[src/rtl/mips_dmem_responder.sv]
// Data-memory responder for the MIPS CPU: word-addressed RAM served one access at a time
// after WAIT_CYCLES wait states, with a one-cycle ready pulse. Define DMEM_STATS_EN for access counters.
module mips_dmem_responder #(
    parameter int NMEM        = 64,
    parameter int WAIT_CYCLES = 2
) (
    input  logic        clk,
    input  logic        rst_n,
    input  logic [31:0] addr,
    input  logic [31:0] wdata,
    input  logic        memread,
    input  logic        memwrite,
    output logic [31:0] rdata,
    output logic        ready,
`ifdef DMEM_STATS_EN
    output logic        err,
    output logic [15:0] rd_count,
    output logic [15:0] wr_count
`else
    output logic        err
`endif
);

    localparam int AW = (NMEM > 1) ? $clog2(NMEM) : 1;

    typedef enum logic [1:0] {S_IDLE, S_WAIT, S_DONE} state_t;

    state_t      state_reg, state_next;
    logic [3:0]  count_reg, count_next;
    logic [31:0] addr_reg, wdata_reg;
    logic        rd_reg, wr_reg;
    logic        latch;
    logic        ready_reg, ready_next;
    logic        err_reg, err_next;
    logic        rvalid_reg, rvalid_next;
    logic [31:0] mem_q;
    logic [31:0] mem [NMEM];

    logic          req, bad, access, mem_we;
    logic [AW-1:0] widx;

    assign req    = memread | memwrite;
    assign widx   = addr_reg[AW+1:2];
    assign bad    = (addr_reg[1:0] != 2'b00) ||
                    (addr_reg[31:2] >= 30'(NMEM)) ||
                    (rd_reg && wr_reg);
    assign access = (state_reg == S_WAIT) && req && (count_reg == 4'd0);
    assign mem_we = access && wr_reg && !bad;

    always_comb begin
        state_next  = state_reg;
        count_next  = count_reg;
        latch       = 1'b0;
        ready_next  = 1'b0;
        err_next    = 1'b0;
        rvalid_next = 1'b0;
        case (state_reg)
            S_IDLE: begin
                if (req) begin
                    state_next = S_WAIT;
                    count_next = 4'(WAIT_CYCLES);
                    latch      = 1'b1;
                end
            end
            S_WAIT: begin
                if (!req) begin
                    state_next = S_IDLE;
                    count_next = 4'd0;
                end else if (count_reg != 4'd0) begin
                    count_next = count_reg - 4'd1;
                end else begin
                    state_next  = S_DONE;
                    ready_next  = 1'b1;
                    err_next    = bad;
                    rvalid_next = rd_reg && !bad;
                end
            end
            S_DONE: begin
                state_next = S_IDLE;
            end
            default: begin
                state_next = S_IDLE;
            end
        endcase
    end

    always_ff @(posedge clk or negedge rst_n) begin
        if (!rst_n) begin
            state_reg  <= S_IDLE;
            count_reg  <= 4'd0;
            addr_reg   <= 32'd0;
            wdata_reg  <= 32'd0;
            rd_reg     <= 1'b0;
            wr_reg     <= 1'b0;
            ready_reg  <= 1'b0;
            err_reg    <= 1'b0;
            rvalid_reg <= 1'b0;
        end else begin
            state_reg  <= state_next;
            count_reg  <= count_next;
            ready_reg  <= ready_next;
            err_reg    <= err_next;
            rvalid_reg <= rvalid_next;
            if (latch) begin
                addr_reg  <= addr;
                wdata_reg <= wdata;
                rd_reg    <= memread;
                wr_reg    <= memwrite;
            end
        end
    end

    // RAM has no reset; its read port is registered and only exposed while a good load is in DONE.
    always_ff @(posedge clk) begin
        if (mem_we) begin
            mem[widx] <= wdata_reg;
        end
        mem_q <= mem[widx];
    end

    assign rdata = rvalid_reg ? mem_q : 32'd0;
    assign ready = ready_reg;
    assign err   = err_reg;

`ifdef DMEM_STATS_EN
    logic [15:0] rd_count_reg, wr_count_reg;

    always_ff @(posedge clk or negedge rst_n) begin
        if (!rst_n) begin
            rd_count_reg <= 16'd0;
            wr_count_reg <= 16'd0;
        end else begin
            if (access && rd_reg && !bad && rd_count_reg != 16'hFFFF) begin
                rd_count_reg <= rd_count_reg + 16'd1;
            end
            if (mem_we && wr_count_reg != 16'hFFFF) begin
                wr_count_reg <= wr_count_reg + 16'd1;
            end
        end
    end

    assign rd_count = rd_count_reg;
    assign wr_count = wr_count_reg;
`endif

endmodule

[config.mk]
export PLATFORM = sky130hd
export DESIGN_NAME = mips_dmem_responder
export DESIGN_NICKNAME = d
export VERILOG_FILES = /design/src/rtl/mips_dmem_responder.sv
export SDC_FILE = /design/constraint.sdc
export NUM_CORES = 2
export LEC_CHECK = 0
export CAP_MARGIN = 40
export CORE_ASPECT_RATIO = 1.5
export CORE_MARGIN = 2
export CORE_UTILIZATION = 45
export DETAILED_ROUTE_END_ITERATION = 12
export HOLD_SLACK_MARGIN = 0.1
export MAX_ROUTING_LAYER = met4
export SYNTH_ARGS = -nofsm -noshare
export SYNTH_HDL_FRONTEND = slang
export SYNTH_SLANG_ARGS = --single-unit
[constraint.sdc]
create_clock -name clk -period 3.6 [get_ports clk]
set_input_delay 0.72 -clock clk [delete_from_list [all_inputs] [get_ports clk]]
set_output_delay 0.72 -clock clk [all_outputs]
set_load 0.005 [all_outputs]
Word level (Yosys, flattened, before mapping):

Memory sizes are Yosys's and may differ from the RTL's. A register that Yosys moved wholly into a read port is not among the register bits.
Index checks and enable logic that the tools add are counted.

* mux-type cells: 22
* eq/ne operators: 4
* div/mod/pow operators: 0
* order comparisons: 1
* reductions and logical operators: 16
* shift operators: 0
* multipliers: 0
* add/sub/neg operators: 1
* bitwise logic cells: 1

Operators with widths (number)
* 32-bit 2-to-1 mux: 1
* 30-bit by 7-bit greater-or-equal comparator with 1-bit output, second input constant: 1
* 1-bit 2-to-1 mux: 13
* 4-bit 2-to-1 mux: 3
* 4-bit case mux with 2 select lines: 1
* 1-bit logical AND: 6
* 2-bit 2-to-1 mux: 3
* 4-bit zero test: 1
* 2-bit case mux with 2 select lines: 1
* 2-bit nonzero test: 2
* 4-bit nonzero test: 1
* 4-bit by 1-bit subtractor with 4-bit output, second input constant: 1
* 3-bit by 2-bit inequality test with 1-bit output, second input constant: 1
* 3-bit inequality test, second input constant: 1
* 3-bit AND reduction: 1
* 2-bit by 1-bit equality test with 1-bit output, second input constant: 1
* 2-bit zero test: 1
* 1-bit logical OR: 2
* 2-bit inequality test, second input constant: 1
* 2-bit AND reduction: 1
* 1-bit zero test: 1
* 1-bit OR: 1

* input port bits: 68
* latch bits: 0
* logic and storage cells: 55
* memories kept: 1
* memory bits (writable): 2048
* output and inout port bits: 34
* ROM bits: 0
* bits in registers: 75

Memory list
* mem: words 64, width 32, rd ports 1, clocked after memory_dff 1, wr ports 1, line 37 `logic [31:0] mem [NMEM];`

Depth between registers and ports, before layout:

* depth after elaboration: 8
* mapped depth: 12
* gate-level depth less buffers: 8

Worst setup path before layout:

Ideal clock, no wire load.

* kind: register to register
* start: register count_reg[0]
* end: memory mem[17][0], enable pin
* setup time: 0.421 ns
* arrival: 3.499 ns
* setup slack: -0.320 ns
* required time: 3.179 ns
* cell stages (with the launch flop): 9
* path buffers: 0
* clock period less this slack: 3.920 ns
* path through: dfrtp_1 > inv_1 > ha_1 > or3b_2 > or3_1 > nor3_1 > and3b_1 > nand2_1 > nor2_1

* longest elaborated chain between the ends: 6

Ends and longest elaborated chain
* start: declaration: line 29 `logic [3:0] count_reg, count_next;`
* start signal: assignment: line 100 `count_reg <= count_next;`
* 4-bit zero test: line 47 `assign access = (state_reg == S_WAIT) && req && (count_reg == 4'd0);`
* 1-bit logical AND: line 47
* 1-bit logical AND (2 in series): line 48 `assign mem_we = access && wr_reg && !bad;`
* 1-bit 2-to-1 mux: line 115 `if (mem_we) begin`
* 1-bit 2-to-1 mux (not written as such): line 116 `mem[widx] <= wdata_reg;`
* end: declaration: line 37

No other way between the ends.

==> impl_metrics.prom <==
# TYPE chip_impl_metric gauge
chip_impl_metric{name="power-per-cell-area",unit="mW/mm^2"} 871.7
chip_impl_metric{name="finalNonFillerCells",unit=""} 7717
chip_impl_metric{name="achievable-frequency",unit="GHz"} 0.2880
chip_impl_metric{name="grt.total_usage",unit="%"} 28.12
chip_impl_metric{name="vias_in_the_first_global_route",unit=""} 47100
chip_impl_info{name="grt_setup_unrepaired",value="no"} 1
chip_impl_metric{name="synthDistinctLibCells",unit=""} 59
chip_impl_metric{name="start_util",unit="%"} 45.35
chip_impl_info{name="ctsRootBufferMaster",value="sky130_fd_sc_hd__clkbuf_16"} 1
chip_impl_metric{name="numPlacedInstances",unit=""} 7344
chip_impl_metric{name="synth_edf_count",unit=""} 2048
chip_impl_metric{name="drtAntennaViolNets",unit=""} 0
chip_impl_metric{name="cap_viol_max_count",unit=""} 0
chip_impl_metric{name="fin_worst_hold_slack",unit="ps"} 394.7
chip_impl_metric{name="slowest_delay",unit="ps"} 650
chip_impl_metric{name="n_fill_cell",unit=""} 14220
chip_impl_metric{name="core-area",unit="sq mm"} 0.1809
chip_impl_metric{name="ys_seq_elements",unit=""} 2155
chip_impl_metric{name="relSlewSlack",unit="%"} 33.95
chip_impl_metric{name="dpl.hpwl",unit="um"} 168400
chip_impl_metric{name="clock_sinks",unit=""} 2155
chip_impl_metric{name="drive_gt1_share",unit="%"} 20.57
chip_impl_info{name="timing.critical_path.mode_cell",value="sky130_fd_sc_hd__buf_4"} 1
chip_impl_metric{name="worst_slew_pin_slew",unit="ps"} 990.7
chip_impl_metric{name="floorplan.rows",unit=""} 191
chip_impl_metric{name="wire_length_of_the_first_global_routing_pass",unit="um"} 357800
chip_impl_metric{name="total_power",unit="mW"} 84.85
chip_impl_metric{name="post-cts-setup-buffers",unit=""} 0
chip_impl_info{name="hold_class",value="in2async"} 1
chip_impl_metric{name="hold_fix_buffer_count_after_cts",unit=""} 1
chip_impl_metric{name="drc_errors",unit=""} 0
chip_impl_metric{name="die_x",unit="um"} 352.6
chip_impl_info{name="critPathCaptureType",value="flip-flop"} 1
chip_impl_metric{name="synth.yosys.seq_area_share",unit="%"} 78.03
chip_impl_metric{name="ir_worst_vdd",unit="mV"} 0.7029
chip_impl_metric{name="die_height",unit="um"} 527.0
chip_impl_metric{name="number_of_instances_in_the_synthesized_netlist",unit=""} 4685
chip_impl_metric{name="total_leakage_power",unit="nW"} 31.37
chip_impl_info{name="synth_top_flop_cell",value="sky130_fd_sc_hd__edfxtp_1"} 1
chip_impl_info{name="timing.rr.end",value="mem_q[5]"} 1
chip_impl_info{name="yosys.area.top_type",value="sky130_fd_sc_hd__edfxtp_1"} 1
chip_impl_metric{name="finalSetupViolations",unit=""} 0
chip_impl_metric{name="route.vias.total",unit=""} 48130
chip_impl_info{name="yosysMostFrequentCell",value="sky130_fd_sc_hd__edfxtp_1"} 1
chip_impl_info{name="outcome",value="finished clean"} 1
chip_impl_info{name="cts_tree",value="built"} 1
chip_impl_info{name="crit_type",value="reg2reg"} 1
chip_impl_metric{name="number_of_antenna_violations_at_the_first_check_in_global_routing",unit=""} 15
chip_impl_metric{name="max_reg_flops",unit=""} 2048
chip_impl_metric{name="average_instance_area_after_synthesis",unit="sq um"} 17.51
chip_impl_info{name="source_of_the_worst_register_to_register_timing_path",value="addr_reg[2]"} 1
chip_impl_metric{name="viasPerCell",unit=""} 6.237
chip_impl_metric{name="yosys_synthesis_warning_count",unit=""} 0
chip_impl_metric{name="port-buffer-count",unit=""} 101
chip_impl_info{name="crit_chain",value="buf_4, and2_4, a221oi_1, buf_4, a2111oi_0, nor3_1, buf_4, and3_1, nand3_1"} 1
chip_impl_metric{name="critical_path_peak_fanout",unit=""} 37
chip_impl_metric{name="detail_route.wirelength",unit="um"} 257000
chip_impl_metric{name="cts.reportedPaths.clkPinSlew",unit="ps"} 70
chip_impl_metric{name="detail_route.wl_per_cell",unit="um"} 33.31
chip_impl_metric{name="clkLatencyLatePin",unit="ps"} 870
chip_impl_metric{name="drt-initial-drc-count",unit=""} 6135
chip_impl_metric{name="worst_ep_arrival_time",unit="ps"} 4260
chip_impl_metric{name="grt_start_max_net_pins",unit=""} 137
chip_impl_metric{name="io_pins",unit=""} 102
chip_impl_metric{name="post_cts_resized",unit=""} 0
chip_impl_metric{name="r2r_setup_slack",unit="ps"} 130
chip_impl_metric{name="reg2reg_depth",unit=""} 9
chip_impl_metric{name="max-clock-path-buffers",unit=""} 3
chip_impl_metric{name="cp_required",unit="ps"} 4390
chip_impl_metric{name="overflow",unit=""} 0
chip_impl_metric{name="post-route-min-period",unit="ps"} 3472
chip_impl_metric{name="finalHoldViolations",unit=""} 0
chip_impl_metric{name="h-tree-depth",unit=""} 4
chip_impl_info{name="start_kind",value="flip-flop"} 1
chip_impl_metric{name="cell_area_after_technology_mapping",unit="sq mm"} 0.08204
chip_impl_info{name="start_point_of_the_critical_path",value="addr_reg[2]"} 1
chip_impl_metric{name="synth.net_count",unit=""} 4754
chip_impl_metric{name="finalMaxSlewViolations",unit=""} 0
chip_impl_metric{name="ys_async_sr_fraction",unit="%"} 3.480
chip_impl_metric{name="cts_inserted_buffers",unit=""} 194
chip_impl_info{name="yosys-top-cells-count",value="sky130_fd_sc_hd__edfxtp_1 (2,048), sky130_fd_sc_hd__a22oi_1 (283), sky130_fd_sc_hd__a221oi_1 (241)"} 1
chip_impl_info{name="cp_slowest_cell",value="sky130_fd_sc_hd__a2111oi_0"} 1
chip_impl_metric{name="timing.setup.tns",unit="ps"} 0
chip_impl_metric{name="clock_skew",unit="ps"} 30.47
chip_impl_metric{name="period_share",unit="%"} 96.44
chip_impl_info{name="synth_top_cells_by_area",value="sky130_fd_sc_hd__edfxtp_1 (75%), sky130_fd_sc_hd__mux2i_1 (2.6%), sky130_fd_sc_hd__a22oi_1 (2.6%)"} 1
chip_impl_info{name="largest_register",value="mem"} 1
chip_impl_metric{name="design.final.nets",unit=""} 5198
chip_impl_metric{name="area_delta_synth_final",unit="%"} 18.65
chip_impl_metric{name="floorplan.die_area",unit="sq mm"} 0.1858
chip_impl_metric{name="drtPass1Iterations",unit=""} 8
chip_impl_metric{name="synth.top_cell.area_share",unit="%"} 74.96
chip_impl_metric{name="place_congestion",unit=""} 0.9556
[where the power goes]
part           leakage (nW)  internal [mW]  switching, mW
combinational          8.73           9.95           19.9
sequential             19.5           31.8           2.52
clock                  3.10           11.5           9.19
total                  31.4           53.3           31.6
[cells by family (layout without fill, tap and decap cells)]
kind of cell               Yosys count  after routing  share of synthesized area [%]
AOI/OAI and AO/OA                 1255           1255                          11.05
adders and majority gates            1              1                        0.01525
buffers and inverters              372            981                          1.940
DFF                               2155           2155                          78.03
muxes                              405            405                          6.170
other                                0             11                              0
and+or+nand+nor                    497            497                          2.794
[area by class of cell]
cell class	count	area, sq um	area share [%]
sequential	2155	64140	65.89
clock buffer	235	5135	5.275
tap	2412	3018	3.100
inverter	21	85.08	0.08740
antenna	11	27.53	0.02828
multi-input combinational	2158	17020	17.49
timing repair buffer	599	6739	6.923
clock inverter	126	1177	1.209
[per-layer routing]
layer / GRT usage (%) / share of wire (%) / vias up
met4: 16.26 / 6.8 / 0
met5: - / 0 / -
li1: - / - / 20210
met1: 32.30 / 35 / 24820
met3: 3.969 / 7.2 / 579
met2: 47.29 / 51 / 2531
[how the worst max path moves through the flow]
stage / slack [ps] / cells after the start / endpoint
after global placement: 1 / 10 / mem[19][10]
after detailed placement: 30 / 10 / mem[19][9]
after global routing: 20 / 11 / mem[19][21]
after CTS: 170 / 11 / mem[19][19]
final: 130 / 9 / mem_q[5]
after floorplan: -320 / 8 / mem[17][0]
[worst max-delay path, delay by kind of cell (launching register included)]
kind	cells	cell delay [ps]
buffers and inverters	3	670
AOI/OAI and AO/OA	2	850
DFF	1	600
and+or+nand+nor	4	1210
[per-stage QoR]
| step | cell area, sq um | setup WS (ps) | util (%) |
|---|---|---|---|
| after floorplan | 82040 | -320.3 | - |
| after global placement | 90490 | 0.9830 | 50.02 |
| after detailed placement | 90990 | 26.99 | 50.30 |
| after CTS | 97320 | 173.9 | 53.79 |
| after global routing | 97330 | 22.30 | 53.80 |
| final | 97340 | 128.1 | 53.81 |
[cell usage in the layout, fill, tap and decap left out, types with 132 or more instances in the layout]
master and n:
sky130_fd_sc_hd__nand2_1 132, sky130_fd_sc_hd__mux2i_1 217, sky130_fd_sc_hd__edfxtp_1 2048, sky130_fd_sc_hd__buf_4 347, sky130_fd_sc_hd__clkbuf_16 199, sky130_fd_sc_hd__o21ai_0 149, sky130_fd_sc_hd__a221oi_1 241, sky130_fd_sc_hd__a21oi_1 181
sky130_fd_sc_hd__a22oi_1 283, sky130_fd_sc_hd__buf_12 136
No activity file was read; power rests on OpenSTA's default activity.
